$ cat src/rtl/regfile_wr_arb.sv
// regfile_wr_arb: merges pipeline writeback and a queued long-latency
// result stream onto the single register file write port.
//
// Ports:
//   clk, rst_n                         clock, async active-low reset
//   pipe_valid_i/addr_i/data_i/pc_i    in-order writeback (no ready)
//   ll_valid_i/addr_i/data_i/pc_i      long-latency result, with ll_ready_o
//   stall_o                            upstream must hold writeback
//   wr_en_o/addr_o/data_o, pc_wb_o     registered write port + commit PC
//   pend_o                             per-register in-flight bitmap
module regfile_wr_arb #(
  parameter int XLEN       = 64,
  parameter int AW         = 5,
  parameter int DEPTH      = 2,
  parameter int STARVE_MAX = 4
) (
  input  logic            clk,
  input  logic            rst_n,
  input  logic            pipe_valid_i,
  input  logic [AW-1:0]   pipe_addr_i,
  input  logic [XLEN-1:0] pipe_data_i,
  input  logic [XLEN-1:0] pipe_pc_i,
  input  logic            ll_valid_i,
  output logic            ll_ready_o,
  input  logic [AW-1:0]   ll_addr_i,
  input  logic [XLEN-1:0] ll_data_i,
  input  logic [XLEN-1:0] ll_pc_i,
  output logic            stall_o,
  output logic            wr_en_o,
  output logic [AW-1:0]   wr_addr_o,
  output logic [XLEN-1:0] wr_data_o,
  output logic [XLEN-1:0] pc_wb_o,
  output logic [31:0]     pend_o
);

  localparam int PW = $clog2(DEPTH);
  localparam int CW = PW + 1;
  localparam int SW = $clog2(STARVE_MAX + 1);

  logic [AW-1:0]   f_addr [DEPTH];
  logic [XLEN-1:0] f_data [DEPTH];
  logic [XLEN-1:0] f_pc   [DEPTH];
  logic [DEPTH-1:0] f_vld;
  logic [PW-1:0]   rd_ptr;
  logic [PW-1:0]   wr_ptr;
  logic [CW-1:0]   count;
  logic [SW-1:0]   starve;

  logic            empty;
  logic            push;
  logic            pop;
  logic            take_pipe;
  logic            sel_valid;
  logic [AW-1:0]   sel_addr;
  logic [XLEN-1:0] sel_data;
  logic [XLEN-1:0] sel_pc;
  logic [31:0]     pend;

  assign empty      = (count == '0);
  assign ll_ready_o = (count != CW'(DEPTH));
  assign push       = ll_valid_i && ll_ready_o;
  assign stall_o    = !empty && (starve == SW'(STARVE_MAX));

  // A starved head wins; otherwise the FIFO only drains in pipeline gaps.
  assign pop       = !empty && (stall_o || !pipe_valid_i);
  assign take_pipe = pipe_valid_i && !stall_o;

  always_comb begin
    sel_valid = 1'b0;
    sel_addr  = '0;
    sel_data  = '0;
    sel_pc    = '0;
    unique case (1'b1)
      pop: begin
        sel_valid = 1'b1;
        sel_addr  = f_addr[rd_ptr];
        sel_data  = f_data[rd_ptr];
        sel_pc    = f_pc[rd_ptr];
      end
      take_pipe: begin
        sel_valid = 1'b1;
        sel_addr  = pipe_addr_i;
        sel_data  = pipe_data_i;
        sel_pc    = pipe_pc_i;
      end
      default: ;
    endcase
  end

  always_ff @(posedge clk) begin
    if (push) begin
      f_addr[wr_ptr] <= ll_addr_i;
      f_data[wr_ptr] <= ll_data_i;
      f_pc[wr_ptr]   <= ll_pc_i;
    end
  end

  always_ff @(posedge clk or negedge rst_n) begin
    if (!rst_n) begin
      rd_ptr    <= '0;
      wr_ptr    <= '0;
      count     <= '0;
      f_vld     <= '0;
      starve    <= '0;
      wr_en_o   <= 1'b0;
      wr_addr_o <= '0;
      wr_data_o <= '0;
      pc_wb_o   <= '0;
    end else begin
      if (push) begin
        wr_ptr         <= wr_ptr + PW'(1);
        f_vld[wr_ptr]  <= 1'b1;
      end
      if (pop) begin
        rd_ptr         <= rd_ptr + PW'(1);
        f_vld[rd_ptr]  <= 1'b0;
      end
      case ({push, pop})
        2'b10:   count <= count + CW'(1);
        2'b01:   count <= count - CW'(1);
        default: count <= count;
      endcase
      if (empty || pop) begin
        starve <= '0;
      end else if (starve != SW'(STARVE_MAX)) begin
        starve <= starve + SW'(1);
      end
      if (sel_valid) begin
        wr_en_o   <= (sel_addr != '0);
        wr_addr_o <= sel_addr;
        wr_data_o <= sel_data;
        pc_wb_o   <= sel_pc;
      end else begin
        wr_en_o   <= 1'b0;
        pc_wb_o   <= '0;
      end
    end
  end

  function automatic logic [31:0] onehot(input logic [AW-1:0] a);
    logic [31:0] r;
    for (int i = 0; i < 32; i++) begin
      r[i] = (int'(a) == i);
    end
    return r;
  endfunction

  always_comb begin
    pend = '0;
    for (int i = 0; i < DEPTH; i++) begin
      if (f_vld[i]) pend = pend | onehot(f_addr[i]);
    end
    if (wr_en_o) pend = pend | onehot(wr_addr_o);
    pend[0] = 1'b0;
  end

  assign pend_o = pend;

  a_no_pipe_on_stall: assert property (
    @(posedge clk) disable iff (!rst_n) !(pipe_valid_i && stall_o)
  );

endmodule

$ cat config.mk
export PLATFORM = sky130hd
export DESIGN_NAME = regfile_wr_arb
export DESIGN_NICKNAME = d
export VERILOG_FILES = /design/src/rtl/regfile_wr_arb.sv
export SDC_FILE = /design/constraint.sdc
export NUM_CORES = 1
export LEC_CHECK = 0
export ABC_AREA = 0
export BUFFER_PORTS_ARGS = -buffer_cell sky130_fd_sc_hd__buf_2
export CAP_MARGIN = 20
export CORE_MARGIN = 2
export CORE_UTILIZATION = 41
export DETAILED_ROUTE_END_ITERATION = 16
export MAX_ROUTING_LAYER = met4
export PLACE_DENSITY = 0.65
export SLEW_MARGIN = 40
export SYNTH_ARGS = -nofsm -noshare
export SYNTH_HDL_FRONTEND = slang
export SYNTH_SLANG_ARGS = --single-unit
$ cat constraint.sdc
create_clock -name clk -period 8.15 [get_ports clk]
set_clock_uncertainty 0.2 [all_clocks]
set_input_delay 1.63 -clock clk [delete_from_list [all_inputs] [get_ports clk]]
set_output_delay 1.63 -clock clk [all_outputs]
set_load 0.005 [all_outputs]
==> flow_results.org <==
** Clock tree
- CTS root buffer :: sky130_fd_sc_hd__clkbuf_16
- Number of clock buffers inserted by TritonCTS :: 44
- Worst-skew pair later-pin latency :: 570 ps
- TritonCTS built the clock tree.
- For this design, the CTS-stage hold fixing added 0 buffers.
- Clock H-tree levels :: 2
- Number of resized instances in the post-cts repair step :: 0
- CTS Sinks :: 409
- After clock tree synthesis, the setup repair step added 0 buffers.
- Clock transition at path regs :: 60 ps
- Counting along the longest clock path gives a buffer depth of 3.

** Status
- The flow ran to the end, and the final reports show no timing, DRC or antenna violations.

** Worst hold path
- In this run the worst hold path is classified as reg2reg.
- In this run the most critical hold path is launched from starve[0].
- End point of the worst hold path :: starve[0]
- Along the worst hold path, the cell count comes to 1.

** Global route
- Global route overflow :: 0
- Wire length of the first global-routing pass :: 61640 µm
- In the global route stage, overall resource usage came out at 20.52%.
- Number of global-route vias before repair :: 10690
- Entering global routing, the biggest net connects 75 pins.
- Antenna violations before repair :: 9

** Critical path
- The worst register-to-register path has a depth of 4.
- The setup check on the worst reg-to-reg path leaves a slack of 4730 ps.
- For this run, the slowest stage of the critical path takes 590 ps.
- In this run the critical register-to-register path is captured at f_pc[1][7].
- Reg-to-Reg Start :: count[0]
- Counting both buffers and inverters, the worst setup path holds a total of 1.
- The worst setup path is captured at an output port.
- The worst setup path is launched from a flip-flop.
- Crit Path Category :: reg2out
- Data required time at the worst endpoint :: 6320 ps
- Cell chain of the critical path :: nor2b_1 > and3_1 > a22oi_1 > nand2_1 > buf_2
- Critical-path cell with the highest stage delay :: sky130_fd_sc_hd__edfxtp_1
- Data arrival at the endpoint of the critical path :: 2310 ps
- Of all nets on the critical path, the largest fanout is 10.
- The critical path crosses 5 cells after its start point.
- Broken down by cell family, the worst path's largest delay share belongs to simple AND/OR/NAND/NOR gates.

** Synth
- Sequential element share of the synthesized area :: 72.70%
- In this run the cell area of the synthesized design comes to 15910 µm².
- Primary flip-flop cell chosen by synthesis mapping :: sky130_fd_sc_hd__edfxtp_1
- In the synthesized netlist the async set-or-reset flop fraction comes to 34.96%.
- For this run, the number of Yosys warnings is 0.
- Most area-hungry cell type in the Yosys netlist :: sky130_fd_sc_hd__edfxtp_1
- Synth Instances :: 1062
- Count of cell types in the netlist :: 44
- Net count after synthesis :: 1335
- Top-area cell type share of the netlist area :: 50.20%
- Count of flip-flops with a built-in enable after synthesis :: 266
- Flops & latches, synth :: 409
- In this run the mean area of a mapped cell was 14.98 µm².
- Dominant cells by area after synthesis :: sky130_fd_sc_hd__edfxtp_1 50%, sky130_fd_sc_hd__dfrtp_1 22%, sky130_fd_sc_hd__mux2i_1 8.4%, sky130_fd_sc_hd__a22oi_1 3.8%, sky130_fd_sc_hd__o31ai_1 3.1%

** STA
- After layout, the worst path uses 50.80% of the clock period.
- Derived from the worst setup path, the maximum achievable clock frequency is 241.5 MHz.
- The number of pins exceeding their max-slew limit in the final report is 0.
- Slew margin rel. :: 46.21%
- Unrepaired setup endpoints after global routing :: false
- Setup violations remaining at the end of the flow were counted as 0.
- Total Neg Setup Slack :: 0 ps
- PnR worst setup slack :: 4010 ps
- Slew at the pin with the worst max-slew slack :: 806.9 ps
- Fin crit period :: 4140 ps
- The number of hold violations in the final report came to 0.

** Detailed routing
- The detail route stage leaves a number of antenna-violating nets equal to 0.
- After detailed routing, the number of remaining DRC violations is 0.
- In the final routed layout, each cell accounts on average for 19.93 µm.
- Average vias per placed instance :: 5.183
- Detailed routing inserted a total of 10590 vias.
- After the first detailed-routing iteration, the DRC count stood at 628.
- Total detailed-routing wirelength :: 40720 µm
- Count of TritonRoute iterations in the first routing pass :: 5

** Floorplanning
- Die Outline Area :: 40400 µm²
- Horizontal die dimension :: 201.0 µm
- For this configuration, the core starts out at a cell density of 41.36%.
- The floorplan has 72 rows.
- Count of boundary I/O pins :: 438
- The region available for standard cell placement spans 38470 µm².
- Die Span Y :: 201.0 µm

** Pwr
- Combinational logic burns 24.2% of the power.
- Clock network fraction of design power :: 29.0%
- Relative contribution of sequential cells to total power :: 46.8%
- Worst IR Drop VDD :: 0.2061 mV
- Leak pwr :: 8.508 nW
- Switching share of power :: 30.68%
- Internal power comes to 4.609 mW.
- P_sw :: 2.040 mW
- Power spread over the standard cell area amounts to 333.0 nW/µm².

** Final layout
- After the last flow step, the layout net total stands at 1756.
- The layout has 3342 filler cells.
- After the flow finishes, the layout carries non-filler instances totaling 2043.
- Fraction of layout instances using a drive strength above 1 :: 34.19%
- From synthesis to final layout, the design area changed by 25.49%.
- At the end of the flow the core is filled with cells to 51.90%.

** Job
- Max-cap violations :: 0

** Place
- In this run, placement finished with an instance count of 1955.
- Worst slack, placed :: 3762 ps
- Port buffering added 436 buffers.
- Detailed Place HPWL :: 27250 µm
- The congestion estimate from routability-driven global placement came to 0.8616.
stage by stage:
stage                     power [mW]  cell area [µm²]  hold slack [ps]
final                          6.648            19970            290.1
after detailed placement       4.796            18540            277.5
after global routing           7.014            19970            301.7
after global placement         4.754            18520            257.7
after CTS                      6.751            19940            285.2
after floorplan                4.098            15910            242.8
sequential cells by signal, summed over array words and instances (netlist names):
register and cells:
f_data 128, f_pc 128, pc_wb_o 64, wr_data_o 64
f_addr 10, wr_addr_o 5, starve 3, count 2
f_vld 2, rd_ptr 1, wr_en_o 1, wr_ptr 1
routing by layer:
| layer | vias up | share of wire, % | track usage (%) |
|---|---|---|---|
| li1 | 4900 | - | - |
| met1 | 5180 | 40 | 25.29 |
| met2 | 442 | 50 | 33.47 |
| met3 | 67 | 7.9 | 4.578 |
| met4 | 0 | 2.5 | 7.169 |
| met5 | - | 0 | - |
placed cells by master, fill, tap and decap left out, drive strengths merged, types with 7 or more instances in the layout:
cell    Yosys  layout
nor3       10      10
o31ai      65      65
clkbuf     28      70
nand2     126     126
edfxtp    266     266
a22oi      80      80
nor2       15      15
dfrtp     143     143
mux2i     133     133
nor3b       7       7
a32oi      10      10
o21ai      65      65
buf        47     449
nor2b       9       9
diode       0       7
inv         5       8
logic make-up (layout without fill, tap and decap cells):
| kind of cell | after synthesis | in the layout | synth area share (%) |
|---|---|---|---|
| buffers and inverters | 80 | 536 | 2.430 |
| xor gates and xnor gates | 6 | 6 | 0.3303 |
| other | 1 | 8 | 0.02357 |
| DFF | 409 | 409 | 72.70 |
| AOI/OAI and AO/OA | 239 | 239 | 10.62 |
| and+or+nand+nor | 191 | 191 | 5.292 |
| adders and majority gates | 3 | 3 | 0.2359 |
| muxes | 133 | 133 | 8.367 |
worst max-delay path by stage:
stage	start	endpoint	slack, ps
6_report	f_addr[0][1]	pend_o[26]	4010
5_1_grt	f_addr[1][4]	pend_o[6]	3910
4_1_cts	f_addr[0][1]	pend_o[26]	4000
3_5_place_dp	ll_valid_i	f_pc[1][19]	3760
3_3_place_gp	ll_valid_i	f_pc[1][19]	3810
2_1_floorplan	ll_valid_i	f_addr[0][0]	2300
area by class of cell:
cell class / instances / area (µm²) / area share [%]
Timing Repair Buffer: 450 / 2320 / 11.62
Sequential cell: 409 / 11570 / 57.95
Tap cell: 518 / 648.1 / 3.246
Antenna cell: 7 / 17.52 / 0.08774
Inverter: 5 / 18.77 / 0.09400
Clock buffer: 69 / 1277 / 6.398
Clock inverter: 12 / 121.4 / 0.6079
Multi-Input combinational cell: 573 / 3993 / 20.00
power by group through the flow:
stage               registers [mW]  clock network, mW  logic (mW)
floorplan                     3.08                  0        1.02
global placement              3.13                  0        1.62
detailed placement            3.15                  0        1.65
CTS                           3.11               1.99        1.65
global route                  3.17               2.07        1.77
finish                        3.11               1.93        1.61
synth_stat cells (5+ instances only):
library cell                 n
sky130_fd_sc_hd__buf_2      34
sky130_fd_sc_hd__xnor2_1     5
sky130_fd_sc_hd__nor3_1     10
sky130_fd_sc_hd__a22oi_1    80
sky130_fd_sc_hd__nor2b_1     9
sky130_fd_sc_hd__a32oi_1    10
sky130_fd_sc_hd__and3_1      6
sky130_fd_sc_hd__a211oi_1    5
sky130_fd_sc_hd__nand3_1     5
sky130_fd_sc_hd__nand2_1   126
sky130_fd_sc_hd__o21ai_0    64
sky130_fd_sc_hd__inv_1       5
sky130_fd_sc_hd__edfxtp_1  266
sky130_fd_sc_hd__nor3b_1     7
sky130_fd_sc_hd__dfrtp_1   143
sky130_fd_sc_hd__mux2i_1   133
sky130_fd_sc_hd__o31ai_1    65
sky130_fd_sc_hd__clkbuf_1   26
sky130_fd_sc_hd__nor2_1     15
sky130_fd_sc_hd__buf_4       7
No activity file was read; power rests on OpenSTA's default activity.
